## src/rtl/inbuf_fifo_if.sv

```systemverilog
// Input-buffer FIFO bus: host write side plus controller read side, flags and error status.
interface inbuf_fifo_if #(
    parameter int DATA_W = 32,
    parameter int DEPTH  = 16
);
    localparam int ADDR_W = $clog2(DEPTH);

    logic              host_inbuf_wr_en;
    logic [DATA_W-1:0] host_inbuf_wr_data;
    logic              inbuf_host_full;
    logic              cntl_inbuf_fifo_rd_rq;
    logic              cntl_inbuf_fifo_mem_en;
    logic              inbuf_fifo_cntl_empty;
    logic [DATA_W-1:0] inbuf_fifo_rd_data;
    logic              inbuf_fifo_rd_data_val;
    logic [ADDR_W:0]   inbuf_fifo_count;
    logic              inbuf_fifo_ovf;
    logic              inbuf_fifo_udf;

    modport master (
        output host_inbuf_wr_en, host_inbuf_wr_data,
        output cntl_inbuf_fifo_rd_rq, cntl_inbuf_fifo_mem_en,
        input  inbuf_host_full, inbuf_fifo_cntl_empty,
        input  inbuf_fifo_rd_data, inbuf_fifo_rd_data_val,
        input  inbuf_fifo_count, inbuf_fifo_ovf, inbuf_fifo_udf
    );

    modport slave (
        input  host_inbuf_wr_en, host_inbuf_wr_data,
        input  cntl_inbuf_fifo_rd_rq, cntl_inbuf_fifo_mem_en,
        output inbuf_host_full, inbuf_fifo_cntl_empty,
        output inbuf_fifo_rd_data, inbuf_fifo_rd_data_val,
        output inbuf_fifo_count, inbuf_fifo_ovf, inbuf_fifo_udf
    );
endinterface

```

## src/rtl/inbuf_fifo.sv

```systemverilog
// Input-buffer FIFO with registered one-cycle read, registered flags and engine flush.
// Optional sticky overflow/underflow detection is built when INBUF_FIFO_ERR_CHK_EN is defined.
module inbuf_fifo #(
    parameter int DATA_W = 32,
    parameter int DEPTH  = 16,
    parameter int ADDR_W = $clog2(DEPTH)
) (
    input  logic          clk,
    input  logic          rstn,
    input  logic          eng_rstn,
    inbuf_fifo_if.slave   bus
);
    localparam int CNT_W = ADDR_W + 1;

    logic [DATA_W-1:0] mem [DEPTH];
    logic [ADDR_W-1:0] wr_ptr;
    logic [ADDR_W-1:0] rd_ptr;
    logic [CNT_W-1:0]  count_q;
    logic [CNT_W-1:0]  count_nxt;
    logic              full_q;
    logic              empty_q;
    logic [DATA_W-1:0] rd_data_q;
    logic              rd_val_q;
    logic              wr_acc;
    logic              rd_acc;

    assign wr_acc = bus.host_inbuf_wr_en & ~full_q & eng_rstn;
    assign rd_acc = bus.cntl_inbuf_fifo_rd_rq & bus.cntl_inbuf_fifo_mem_en & ~empty_q & eng_rstn;

    always_comb begin
        count_nxt = count_q;
        if (!eng_rstn) begin
            count_nxt = '0;
        end else if (wr_acc && !rd_acc) begin
            count_nxt = count_q + CNT_W'(1);
        end else if (rd_acc && !wr_acc) begin
            count_nxt = count_q - CNT_W'(1);
        end
    end

    // Storage has no reset so it maps onto plain SRAM.
    always_ff @(posedge clk) begin
        if (wr_acc) begin
            mem[wr_ptr] <= bus.host_inbuf_wr_data;
        end
    end

    always_ff @(posedge clk or negedge rstn) begin
        if (!rstn) begin
            wr_ptr    <= '0;
            rd_ptr    <= '0;
            count_q   <= '0;
            full_q    <= 1'b0;
            empty_q   <= 1'b1;
            rd_data_q <= '0;
            rd_val_q  <= 1'b0;
        end else begin
            count_q  <= count_nxt;
            full_q   <= (count_nxt == CNT_W'(DEPTH));
            empty_q  <= (count_nxt == '0);
            rd_val_q <= rd_acc;
            if (rd_acc) begin
                rd_data_q <= mem[rd_ptr];
            end
            if (!eng_rstn) begin
                wr_ptr <= '0;
                rd_ptr <= '0;
            end else begin
                if (wr_acc) wr_ptr <= wr_ptr + ADDR_W'(1);
                if (rd_acc) rd_ptr <= rd_ptr + ADDR_W'(1);
            end
        end
    end

    assign bus.inbuf_host_full        = full_q;
    assign bus.inbuf_fifo_cntl_empty  = empty_q;
    assign bus.inbuf_fifo_count       = count_q;
    assign bus.inbuf_fifo_rd_data     = rd_data_q;
    assign bus.inbuf_fifo_rd_data_val = rd_val_q;

`ifdef INBUF_FIFO_ERR_CHK_EN
    logic ovf_q;
    logic udf_q;

    always_ff @(posedge clk or negedge rstn) begin
        if (!rstn) begin
            ovf_q <= 1'b0;
            udf_q <= 1'b0;
        end else if (!eng_rstn) begin
            ovf_q <= 1'b0;
            udf_q <= 1'b0;
        end else begin
            if (bus.host_inbuf_wr_en && full_q) ovf_q <= 1'b1;
            if (bus.cntl_inbuf_fifo_rd_rq && bus.cntl_inbuf_fifo_mem_en && empty_q) udf_q <= 1'b1;
        end
    end

    assign bus.inbuf_fifo_ovf = ovf_q;
    assign bus.inbuf_fifo_udf = udf_q;
`else
    assign bus.inbuf_fifo_ovf = 1'b0;
    assign bus.inbuf_fifo_udf = 1'b0;
`endif

endmodule

```

## src/flat_wrapper.sv

```systemverilog
// flat-port wrapper written by rule: the top's interface ports become plain ports
module inbuf_fifo_flat 
#(
    parameter int DATA_W = 32,
    parameter int DEPTH  = 16,
    parameter int ADDR_W = $clog2(DEPTH)
)
  (clk, rstn, eng_rstn, bus_host_inbuf_wr_en, bus_host_inbuf_wr_data, bus_cntl_inbuf_fifo_rd_rq, bus_cntl_inbuf_fifo_mem_en, bus_inbuf_host_full, bus_inbuf_fifo_cntl_empty, bus_inbuf_fifo_rd_data, bus_inbuf_fifo_rd_data_val, bus_inbuf_fifo_count, bus_inbuf_fifo_ovf, bus_inbuf_fifo_udf);
  inbuf_fifo_if #(.DATA_W(DATA_W), .DEPTH(DEPTH)) bus_i ();
  input  logic clk;
  input  logic rstn;
  input  logic eng_rstn;
  input wire logic [$bits(bus_i.host_inbuf_wr_en)-1:0] bus_host_inbuf_wr_en;
  input wire logic [$bits(bus_i.host_inbuf_wr_data)-1:0] bus_host_inbuf_wr_data;
  input wire logic [$bits(bus_i.cntl_inbuf_fifo_rd_rq)-1:0] bus_cntl_inbuf_fifo_rd_rq;
  input wire logic [$bits(bus_i.cntl_inbuf_fifo_mem_en)-1:0] bus_cntl_inbuf_fifo_mem_en;
  output wire logic [$bits(bus_i.inbuf_host_full)-1:0] bus_inbuf_host_full;
  output wire logic [$bits(bus_i.inbuf_fifo_cntl_empty)-1:0] bus_inbuf_fifo_cntl_empty;
  output wire logic [$bits(bus_i.inbuf_fifo_rd_data)-1:0] bus_inbuf_fifo_rd_data;
  output wire logic [$bits(bus_i.inbuf_fifo_rd_data_val)-1:0] bus_inbuf_fifo_rd_data_val;
  output wire logic [$bits(bus_i.inbuf_fifo_count)-1:0] bus_inbuf_fifo_count;
  output wire logic [$bits(bus_i.inbuf_fifo_ovf)-1:0] bus_inbuf_fifo_ovf;
  output wire logic [$bits(bus_i.inbuf_fifo_udf)-1:0] bus_inbuf_fifo_udf;
  assign bus_i.host_inbuf_wr_en = bus_host_inbuf_wr_en;
  assign bus_i.host_inbuf_wr_data = bus_host_inbuf_wr_data;
  assign bus_i.cntl_inbuf_fifo_rd_rq = bus_cntl_inbuf_fifo_rd_rq;
  assign bus_i.cntl_inbuf_fifo_mem_en = bus_cntl_inbuf_fifo_mem_en;
  assign bus_inbuf_host_full = bus_i.inbuf_host_full;
  assign bus_inbuf_fifo_cntl_empty = bus_i.inbuf_fifo_cntl_empty;
  assign bus_inbuf_fifo_rd_data = bus_i.inbuf_fifo_rd_data;
  assign bus_inbuf_fifo_rd_data_val = bus_i.inbuf_fifo_rd_data_val;
  assign bus_inbuf_fifo_count = bus_i.inbuf_fifo_count;
  assign bus_inbuf_fifo_ovf = bus_i.inbuf_fifo_ovf;
  assign bus_inbuf_fifo_udf = bus_i.inbuf_fifo_udf;
  inbuf_fifo #(.DATA_W(DATA_W), .DEPTH(DEPTH), .ADDR_W(ADDR_W)) u_core (.clk(clk), .rstn(rstn), .eng_rstn(eng_rstn), .bus(bus_i));
endmodule
```

## config.mk

```make
export PLATFORM = sky130hd
export DESIGN_NAME = inbuf_fifo_flat
export DESIGN_NICKNAME = d
export VERILOG_FILES = /design/src/rtl/inbuf_fifo_if.sv /design/src/rtl/inbuf_fifo.sv /design/src/flat_wrapper.sv
export SDC_FILE = /design/constraint.sdc
export NUM_CORES = 1
export LEC_CHECK = 0
export ABC_CLOCK_PERIOD_IN_PS = 3300
export CAP_MARGIN = 10
export CORE_MARGIN = 5
export CORE_UTILIZATION = 50
export DETAILED_ROUTE_END_ITERATION = 12
export PLACE_DENSITY = 0.68
export SLEW_MARGIN = 20
export SYNTH_ARGS = -nofsm -noshare
export SYNTH_HDL_FRONTEND = slang
export SYNTH_SLANG_ARGS = --single-unit
```

## constraint.sdc

```tcl
create_clock -name clk -period 3.3 [get_ports clk]
set_input_delay 0.495 -clock clk [delete_from_list [all_inputs] [get_ports clk]]
set_output_delay 0.495 -clock clk [all_outputs]
set_load 0.02 [all_outputs]
```

==> flow_metrics.py, run 1 <==
metrics = {
    "floorplan": {
        "die_h_um": 217,
        "rows": 75,
        "start_util": 0.508,
        "ios": 80,
        "dieArea_um2": 47100,
        "core_um2": 42200,
        "fp.dieW_um": 217,
    },
    "synthesis": {
        "synth_cell_types": 40,
        "synth-adder-area-share": 0.00409,
        "synthSimpleGateAreaFrac": 0.0233,
        "yosysSeqAreaShare": 0.773,
        "postSynthAreaPerCell_um2": 22.1,
        "yosysWarnings": 0,
        "synth_top_family_by_area": "multiplexers",
        "syn-instance-count": 971,
        "syn_area_um2": 21400,
        "ys_seq_elements": 560,
        "synth_compound_area_frac": 0.0155,
        "synthXorXnorAreaFrac": 0.00286,
        "synthMuxAreaShare": 0.165,
    },
    "global_routing": {
        "met1_usage": 0.274,
        "use_met2": 0.307,
        "met3_usage": 0.0328,
        "grt.total_usage": 0.189,
        "grt_max_degree": 68,
        "grt_first_pass_wirelength_um": 66900,
        "grt_most_used_layer": "met2",
        "antenna_found_initial": 0,
        "overflow": 0,
        "grt_pass1_vias": 10524,
    },
    "hold_path": {
        "hp-class": "primary input to asynchronous set/reset pin",
    },
    "setup_path": {
        "critPathArrivalTime_ns": 2.73,
        "regToRegEndpoint": "u_core.bus.inbuf_fifo_rd_data[13]",
        "crit_path_end_kind": "flip-flop",
        "rrSetupSlack_ns": 1.02,
        "critPathLaunchType": "flip-flop",
        "timing.rr.start": "u_core.rd_ptr[0]",
        "critPathRequiredTime_ns": 3.75,
        "worstRegToRegCells": 5,
        "crit_fanout": 22,
        "worst-setup-path-type": "flip-flop to flip-flop",
    },
    "flow_run": {
        "cap_violations": 0,
    },
    "sta": {
        "min_period_over_period": 0.691,
        "max_freq_mhz": 439,
        "setup_violations": 0,
        "finalWorstPathRequiredPeriod_ns": 2.28,
        "slew_headroom": 0.510,
        "skew_ns": 0.0133,
        "hold_viol": 0,
        "slew_violations": 0,
        "setup-tns-final_ns": 0,
        "rsz0062_at_grt": "no",
        "worst_slew_pin_slew_ns": 0.733,
        "holdWs_ns": 0.421,
    },
    "route": {
        "routed_wl_um": 43400,
        "wire_per_inst_um": 25.7,
        "drt_iter0_drc": 791,
        "viasPerCell": 5.88,
        "route.detailed.drc": 0,
        "postRouteAntennaNets": 0,
        "dr.pass1.iters": 5,
        "vias": 9919,
    },
    "finish": {
        "stdcell_count": 1687,
        "drive_gt1_frac": 0.242,
        "area_growth_syn_to_layout_pct": 15.8,
        "nets": 1147,
        "antenna_cells": 0,
    },
    "pwr": {
        "fin_total_pwr_mw": 15.8,
        "powerDensity_nw_per_um2": 637,
        "p_leak_nw": 7.82,
        "vdd_ir_drop_max_mv": 0.499,
    },
    "clock_tree": {
        "cts_buffers": 55,
        "clockBufferDepth": 3,
        "clock_sinks": 560,
        "cts_tree": "done",
        "cts.reportedPaths.clkPinSlew_ns": 0.06,
        "cts_root_buf": "clkbuf_16",
        "htreeDepth": 2,
        "cts_resized": 0,
        "clkLatencyLatePin_ns": 0.59,
    },
    "place": {
        "gp_congestion": 0.772,
        "post-dp-hpwl_um": 25900,
        "portBuffers": 77,
        "dp_cells": 1583,
    },
    "status": {
        "status": "finished, final reports clean",
    },
}
state kept, by name, summed over array words and instances, names as in the netlist:
signal	flops
u_core.mem	512
u_core.bus.inbuf_fifo_rd_data	32
u_core.bus.inbuf_fifo_count	5
u_core.rd_ptr	4
u_core.wr_ptr	4
u_core.bus.inbuf_fifo_cntl_empty	1
u_core.bus.inbuf_fifo_rd_data_val	1
u_core.bus.inbuf_host_full	1
critical path, stage by stage, from the launching register on:
cell	delay [ns]
dfrtp_4	0.69
buf_12	0.27
buf_4	0.29
mux4_2	0.55
mux2i_1	0.18
o221ai_1	0.14
worst max path at each step:
stage	cells after the start	start	endpoint
6_report	5	u_core.rd_ptr[0]	u_core.bus.inbuf_fifo_rd_data[13]
2_1_floorplan	4	bus_host_inbuf_wr_en	u_core.mem[5][0]
3_5_place_dp	7	bus_cntl_inbuf_fifo_mem_en	u_core.bus.inbuf_fifo_rd_data[12]
4_1_cts	5	u_core.rd_ptr[0]	u_core.bus.inbuf_fifo_rd_data[13]
3_3_place_gp	5	bus_host_inbuf_wr_en	u_core.mem[1][15]
5_1_grt	5	u_core.rd_ptr[0]	u_core.bus.inbuf_fifo_rd_data[12]
placed cells by master (no fill, tap or decap), drive strengths merged, types with 4 or more instances in the layout:
cell           count
edfxtp           512
mux4             128
clkdlybuf4s50     76
clkbuf            70
mux2i             65
dfrtp             47
buf               47
nand2             43
o221ai            32
clkinv            28
nor2              20
and2              13
inv                8
ha                 7
nor3               6
nand4              5
nand2b             4
xor2               4
routing by layer:
metal | wire length, um | vias to the layer above
li1 | - | 4313
met3 | 2020 | 58
met2 | 21500 | 231
met1 | 19000 | 5317
met4 | 831 | 0
met5 | 0 | -
repair_timing:
item / CTS / global route
hold buffers: 1 / 0
buffers inserted: 0 / 0
setup endpoints to repair: 0 / 0
hold endpoints to repair: 17 / 0
cells in the mapped netlist:
cell | count | area (um^2)
clkbuf_1 | 14 | 52.6
a221oi_1 | 1 | 8.76
a21oi_1 | 3 | 15.0
o221ai_1 | 32 | 280
and2_1 | 13 | 81.3
ha_1 | 7 | 87.6
clkbuf_2 | 1 | 5.00
and3_1 | 3 | 18.8
nand3b_1 | 1 | 7.51
dfrtp_1 | 47 | 1180
dfstp_2 | 1 | 26.3
nor3_1 | 6 | 30.0
edfxtp_1 | 512 | 15400
xor2_1 | 4 | 35.0
nor2_1 | 20 | 75.1
o21ai_0 | 1 | 5.00
a22oi_1 | 1 | 7.51
mux2i_1 | 65 | 651
nor2b_1 | 1 | 6.26
xnor2_1 | 3 | 26.3
nand3_1 | 3 | 15.0
nor4_1 | 1 | 6.26
buf_6 | 11 | 124
conb_1 | 1 | 3.75
nand2_1 | 43 | 161
inv_1 | 5 | 18.8
nor3b_1 | 1 | 7.51
buf_2 | 20 | 100
nand2b_1 | 4 | 25.0
o32ai_1 | 1 | 8.76
or3_1 | 1 | 6.26
nand4_1 | 5 | 31.3
inv_2 | 2 | 7.51
or4_1 | 1 | 7.51
and3b_1 | 1 | 8.76
buf_4 | 4 | 30.0
mux4_2 | 128 | 2880
nor3b_2 | 1 | 12.5
o21a_1 | 1 | 7.51
buf_1 | 1 | 3.75
stage by stage:
step / instance area (um^2) / setup WS, ns / util
floorplan: 21400 / 0.561 / -
global placement: 23100 / 0.622 / 0.547
detailed placement: 23100 / 0.603 / 0.547
CTS: 24800 / 0.942 / 0.588
global route: 24800 / 0.826 / 0.588
finish: 24800 / 1.02 / 0.588
power by group:
part | total (mW) | internal, mW | switching, mW
combinational | 1.72 | 0.836 | 0.888
sequential | 8.20 | 8.01 | 0.188
clock | 5.90 | 3.35 | 2.54
final cells by class:
class                           count  area [um^2]
Clock buffer                       70         1450
Tap cell                          539          674
Timing Repair Buffer              124         1250
Fill cell                        3043        17400
Multi-Input combinational cell    354         4570
Sequential cell                   560        16600
Clock inverter                     33          259
Inverter                            7         26.3
cell families (layout without fill, tap and decap cells):
kind of cell | Yosys count | after routing
multiplexers | 193 | 193
AND/OR/NAND/NOR | 105 | 105
flip-flops | 560 | 560
buffers and inverters | 58 | 234
other | 1 | 2
XOR/XNOR | 7 | 7
adder cells (fa/ha/maj) | 7 | 7
AO/OA/AOI/OAI | 40 | 40
No activity file was read; power rests on OpenSTA's default activity.
==> inputs of run 2 (changes only) <==
--- a/config.mk
+++ b/config.mk
@@ -5,7 +5,7 @@
 export SDC_FILE = /design/constraint.sdc
 export NUM_CORES = 1
 export LEC_CHECK = 0
-export ABC_CLOCK_PERIOD_IN_PS = 3300
+export ABC_CLOCK_PERIOD_IN_PS = 1850
 export CAP_MARGIN = 10
 export CORE_MARGIN = 5
 export CORE_UTILIZATION = 50
==> constraint.sdc (replaced) <==
create_clock -name clk -period 1.85 [get_ports clk]
set_input_delay 0.2775 -clock clk [delete_from_list [all_inputs] [get_ports clk]]
set_output_delay 0.2775 -clock clk [all_outputs]
set_load 0.02 [all_outputs]
==> flow_metrics.py, run 2 (synthesis gave the netlist of run 1 again) <==
metrics = {
    "sta": {
        "max_freq_mhz": 513,
        "setup_violations": 27,
        "setup-tns-final_ns": -1.32,
        "worst_slew_pin_slew_ns": 0.696,
        "setup_slack_ns": -0.100,
        "finalWorstPathRequiredPeriod_ns": 1.95,
        "slew_violations": 0,
        "holdWs_ns": 0.142,
        "hold_viol": 0,
        "rsz0062_at_grt": "yes",
        "slew_headroom": 0.535,
        "min_period_over_period": 1.05,
        "skew_ns": 0.0142,
    },
    "status": {
        "status": "finished with violations",
        "violations": "negative setup slack",
    },
    "pwr": {
        "fin_total_pwr_mw": 29.8,
        "p_int_mw": 23.0,
        "vdd_ir_drop_max_mv": 0.866,
        "p_comb_frac": 0.117,
        "p_leak_nw": 8.69,
        "swShare": 0.230,
        "p_switching_mw": 6.85,
        "powerDensity_nw_per_um2": 1130,
        "sequentialPowerShare": 0.488,
        "p_clk_frac": 0.395,
    },
    "finish": {
        "mostFrequentLayoutCells": "512 x edfxtp_1, 128 x mux4_2, 66 x buf_4",
        "antenna_cells": 0,
        "layout_commonest_cell": "edfxtp_1",
        "drive_gt1_frac": 0.329,
        "area_growth_syn_to_layout_pct": 23.4,
        "fillCellCount": 2854,
        "final_util": 0.627,
        "top_register": "u_core.mem",
        "largest_reg_flops": 512,
        "nets": 1231,
        "stdcell_count": 1770,
        "design_area_um2": 26500,
    },
    "setup_path": {
        "critPathLaunchType": "flip-flop",
        "critPathRequiredTime_ns": 2.33,
        "path_buf_inv": 3,
        "worst-setup-path-type": "flip-flop to flip-flop",
        "crit_fanout": 6,
        "crit_path_max_incr_delay_ns": 0.51,
        "cp_slowest_cell": "dfrtp_4",
        "crit_path_cell_trace": "buf_12 -> buf_16 -> buf_12 -> mux4_2 -> mux2i_2 -> o221ai_2",
        "cpMostUsedCell": "buf_12",
        "path_delay_family": "multiplexers",
        "critPathArrivalTime_ns": 2.43,
        "crit_path_end_kind": "flip-flop",
    },
    "global_routing": {
        "grt_max_degree": 30,
        "grt_first_pass_wirelength_um": 70900,
        "grt_pass1_vias": 11199,
        "antenna_found_initial": 0,
        "overflow": 0,
        "grt.total_usage": 0.202,
    },
    "route": {
        "drt_iter0_drc": 898,
        "route.detailed.drc": 0,
        "postRouteAntennaNets": 0,
        "vias": 10369,
        "viasPerCell": 5.86,
        "routed_wl_um": 47400,
        "wire_per_inst_um": 26.8,
        "dr.pass1.iters": 5,
    },
    "clock_tree": {
        "htreeDepth": 2,
        "cts_root_buf": "clkbuf_16",
        "cts.reportedPaths.clkPinSlew_ns": 0.06,
        "clock_sinks": 560,
        "clockBufferDepth": 3,
        "clkLatencyLatePin_ns": 0.61,
        "cts_buffers": 54,
        "cts_tree": "done",
    },
    "floorplan": {
        "fp.dieW_um": 217,
        "core_um2": 42200,
        "start_util": 0.508,
        "die_h_um": 217,
        "dieArea_um2": 47100,
        "ios": 80,
        "rows": 75,
    },
    "place": {
        "gp_congestion": 0.764,
        "portBuffers": 77,
        "dp_cells": 1643,
        "dpl_cell_area_um2": 24000,
        "pre_cts_slack_ns": -0.321,
        "post-dp-hpwl_um": 29300,
    },
    "hold_path": {
        "hp-class": "primary input to asynchronous set/reset pin",
    },
    "flow_run": {
        "cap_violations": 0,
    },
}
## run 2: cell count changes in the layout (fill, tap and decap cells not counted), moves of 11 or more
cell	before	now
buf_12	10	46
buf_4	36	66
buf_6	0	11
clkdlybuf4s50_1	76	36
dlygate4sd2_1	0	39
mux2i_1	65	46
mux2i_2	0	12
## run 2: final cells by class
class / count / area [um^2] / share of cell area
Inverter: 7 / 26.3 / 0.000993
Timing Repair Buffer: 209 / 2470 / 0.0934
Sequential cell: 560 / 16600 / 0.627
Multi-Input combinational cell: 354 / 4780 / 0.181
Clock buffer: 68 / 1450 / 0.0550
Clock inverter: 33 / 467 / 0.0176
Tap cell: 539 / 674 / 0.0255
## run 2: power groups by stage
stage / Clock [mW] / Sequential [mW] / Combinational (mW)
2_1_floorplan: 0 / 15.2 / 1.37
3_3_place_gp: 0 / 14.8 / 3.38
3_5_place_dp: 0 / 14.8 / 3.44
4_1_cts: 12.0 / 14.5 / 3.48
5_1_grt: 12.6 / 14.6 / 3.75
6_report: 11.8 / 14.5 / 3.50
## run 2: path summary, 6_finish.rpt
path / start / slack [ns] / depth (start not counted) / endpoint
max in group asynchronous: rstn / 1.11 / 3 / u_core.bus.inbuf_fifo_cntl_empty
worst max register to register: u_core.rd_ptr[0] / -0.10 / 6 / u_core.bus.inbuf_fifo_rd_data[19]
worst min register to register: u_core.bus.inbuf_fifo_rd_data[11] / 0.48 / 2 / u_core.bus.inbuf_fifo_rd_data[11]
min in group clk: bus_host_inbuf_wr_data[4] / 0.45 / 2 / u_core.mem[9][4]
worst max-delay path: u_core.rd_ptr[0] / -0.10 / 6 / u_core.bus.inbuf_fifo_rd_data[19]
worst min-delay path: rstn / 0.14 / 2 / u_core.bus.inbuf_fifo_rd_data[25]
## run 2: metal layers
layer  up-vias  GRT usage  wire, um
met5         -          0         0
met4         0     0.0742      1340
met3        75     0.0290      1980
met2       282      0.346     24700
met1      5519      0.267     19400
li1       4493          -         -
## run 2: what timing repair did
| action | in CTS | in global routing |
|---|---|---|
| setup buffers | 14 | 8 |
| hold buffers | 1 | 0 |
| pin swaps | 9 | 9 |
| gates resized for setup | 71 | 33 |
| cloned | 5 | 3 |
| setup endpoints to repair | 71 | 75 |
| hold endpoints to repair | 47 | 0 |
==> inputs of run 3 (changes only) <==
--- a/config.mk
+++ b/config.mk
@@ -7,10 +7,11 @@
 export LEC_CHECK = 0
 export ABC_CLOCK_PERIOD_IN_PS = 1850
 export CAP_MARGIN = 10
-export CORE_MARGIN = 5
+export CORE_ASPECT_RATIO = 0.8
+export CORE_MARGIN = 8
 export CORE_UTILIZATION = 50
 export DETAILED_ROUTE_END_ITERATION = 12
-export PLACE_DENSITY = 0.68
+export PLACE_DENSITY = 0.76
 export SLEW_MARGIN = 20
 export SYNTH_ARGS = -nofsm -noshare
 export SYNTH_HDL_FRONTEND = slang
==> flow_metrics.py, run 3 (synthesis gave the netlist of run 1 again) <==
metrics = {
    "status": {
        "status": "finished with violations",
        "violations": "negative setup slack",
    },
    "finish": {
        "layout_commonest_cell": "edfxtp_1",
        "fillCellCount": 2828,
        "area_growth_syn_to_layout_pct": 23.1,
        "drive_gt1_frac": 0.318,
        "stdcell_count": 1786,
        "mostFrequentLayoutCells": "512 x edfxtp_1, 128 x mux4_2, 58 x clkbuf_16",
        "multi_input_area_um2": 4730,
        "nets": 1226,
        "top_register": "u_core.mem",
        "largest_reg_flops": 512,
        "final_util": 0.618,
        "final-seq-area_um2": 16600,
        "design_area_um2": 26400,
    },
    "setup_path": {
        "worst-setup-path-type": "flip-flop to flip-flop",
        "critPathArrivalTime_ns": 2.42,
        "crit_fanout": 6,
        "critPathRequiredTime_ns": 2.30,
        "critPathLaunchType": "flip-flop",
        "crit_path_end_kind": "flip-flop",
    },
    "global_routing": {
        "overflow": 0,
        "grt_first_pass_wirelength_um": 72100,
        "grt_pass1_vias": 11084,
        "grt_max_degree": 49,
        "grt.total_usage": 0.195,
        "antenna_found_initial": 1,
    },
    "route": {
        "route.detailed.drc": 0,
        "postRouteAntennaNets": 0,
        "dr.pass1.iters": 5,
        "vias": 10732,
        "drt_iter0_drc": 1260,
        "viasPerCell": 6.01,
        "routed_wl_um": 49600,
        "wire_per_inst_um": 27.7,
    },
    "pwr": {
        "powerDensity_nw_per_um2": 1100,
        "fin_total_pwr_mw": 29.0,
        "p_leak_nw": 8.65,
        "vdd_ir_drop_max_mv": 0.772,
    },
    "place": {
        "portBuffers": 77,
        "dp_cells": 1662,
        "dpl_cell_area_um2": 24100,
        "gp_congestion": 0.801,
        "post-dp-hpwl_um": 28900,
    },
    "floorplan": {
        "start_util": 0.502,
        "fp.dieW_um": 248,
        "ios": 80,
        "core_um2": 42700,
        "rows": 68,
        "dieArea_um2": 49800,
        "die_h_um": 201,
    },
    "clock_tree": {
        "cts_root_buf": "clkbuf_16",
        "cts.reportedPaths.clkPinSlew_ns": 0.07,
        "htreeDepth": 2,
        "clock_sinks": 560,
        "clkLatencyLatePin_ns": 0.59,
        "clockBufferDepth": 3,
        "cts_buffers": 52,
        "cts_tree": "done",
    },
    "sta": {
        "finalWorstPathRequiredPeriod_ns": 1.97,
        "setup-tns-final_ns": -1.86,
        "skew_ns": 0.0111,
        "setup_slack_ns": -0.118,
        "setup_violations": 30,
        "slew_headroom": 0.495,
        "max_freq_mhz": 508,
        "rsz0062_at_grt": "yes",
        "hold_viol": 0,
        "min_period_over_period": 1.06,
        "worst_slew_pin_slew_ns": 0.755,
        "slew_violations": 0,
    },
    "flow_run": {
        "cap_violations": 0,
    },
    "hold_path": {
        "hp-class": "primary input to asynchronous set/reset pin",
    },
}
[run 3: path summary, 6_finish.rpt]
| kind | start | endpoint | slack (ns) | depth (start not counted) |
|---|---|---|---|---|
| worst min register to register | u_core.bus.inbuf_fifo_rd_data[5] | u_core.bus.inbuf_fifo_rd_data[5] | 0.49 | 2 |
| worst min-delay path | rstn | u_core.bus.inbuf_fifo_count[0] | 0.23 | 3 |
| max in group asynchronous | rstn | u_core.bus.inbuf_fifo_cntl_empty | 1.31 | 3 |
| min in group clk | bus_host_inbuf_wr_data[26] | u_core.mem[8][26] | 0.47 | 2 |
| worst max register to register | u_core.rd_ptr[0] | u_core.bus.inbuf_fifo_rd_data[28] | -0.12 | 7 |
| worst max-delay path | u_core.rd_ptr[0] | u_core.bus.inbuf_fifo_rd_data[28] | -0.12 | 7 |
[run 3: layer usage]
metal | wire (um) | GRT usage | vias to the layer above
met1 | 20600 | 0.273 | 5725
li1 | - | - | 4470
met4 | 1030 | 0.0543 | 0
met3 | 3660 | 0.0353 | 66
met2 | 24300 | 0.314 | 471
met5 | 0 | 0 | -
[run 3: metrics by stage]
stage | hold slack [ns] | setup WS [ns]
after detailed placement | 0.327 | -0.325
after floorplan | -0.0181 | -0.256
after global routing | 0.258 | -0.159
after global placement | 0.318 | -0.273
after CTS | 0.234 | -0.0773
final | 0.233 | -0.118
[run 3: power by group]
group	internal [mW]	switching, mW	leakage (nW)
clock network	6.09	4.73	0.837
registers	14.3	0.278	5.22
logic	1.72	1.90	2.60
total	22.1	6.91	8.65
[run 3: repair_timing]
| action | 4_1_cts | 5_1_grt |
|---|---|---|
| hold buffers | 1 | 0 |
| gates cloned | 3 | 5 |
| setup buffers | 7 | 10 |
| pin swaps | 3 | 11 |
| resized for setup | 58 | 34 |
| endpoints found under the setup margin | 63 | 191 |
| hold endpoints to repair | 48 | 0 |
[run 3: layout make-up]
class / count / area share
Inverter: 7 / 0.000996
Tap cell: 560 / 0.0265
Antenna cell: 1 / 0.0000948
Timing Repair Buffer: 206 / 0.0985
Clock buffer: 64 / 0.0537
Sequential cell: 560 / 0.629
Multi-Input combinational cell: 354 / 0.179
Clock inverter: 34 / 0.0125
[run 3: worst max-delay path: stages (launching register included)]
cell	delay [ns]
dfrtp_4	0.55
buf_12	0.16
buf_12	0.13
buf_16	0.15
mux4_2	0.43
mux2i_1	0.15
buf_4	0.14
o221ai_1	0.12
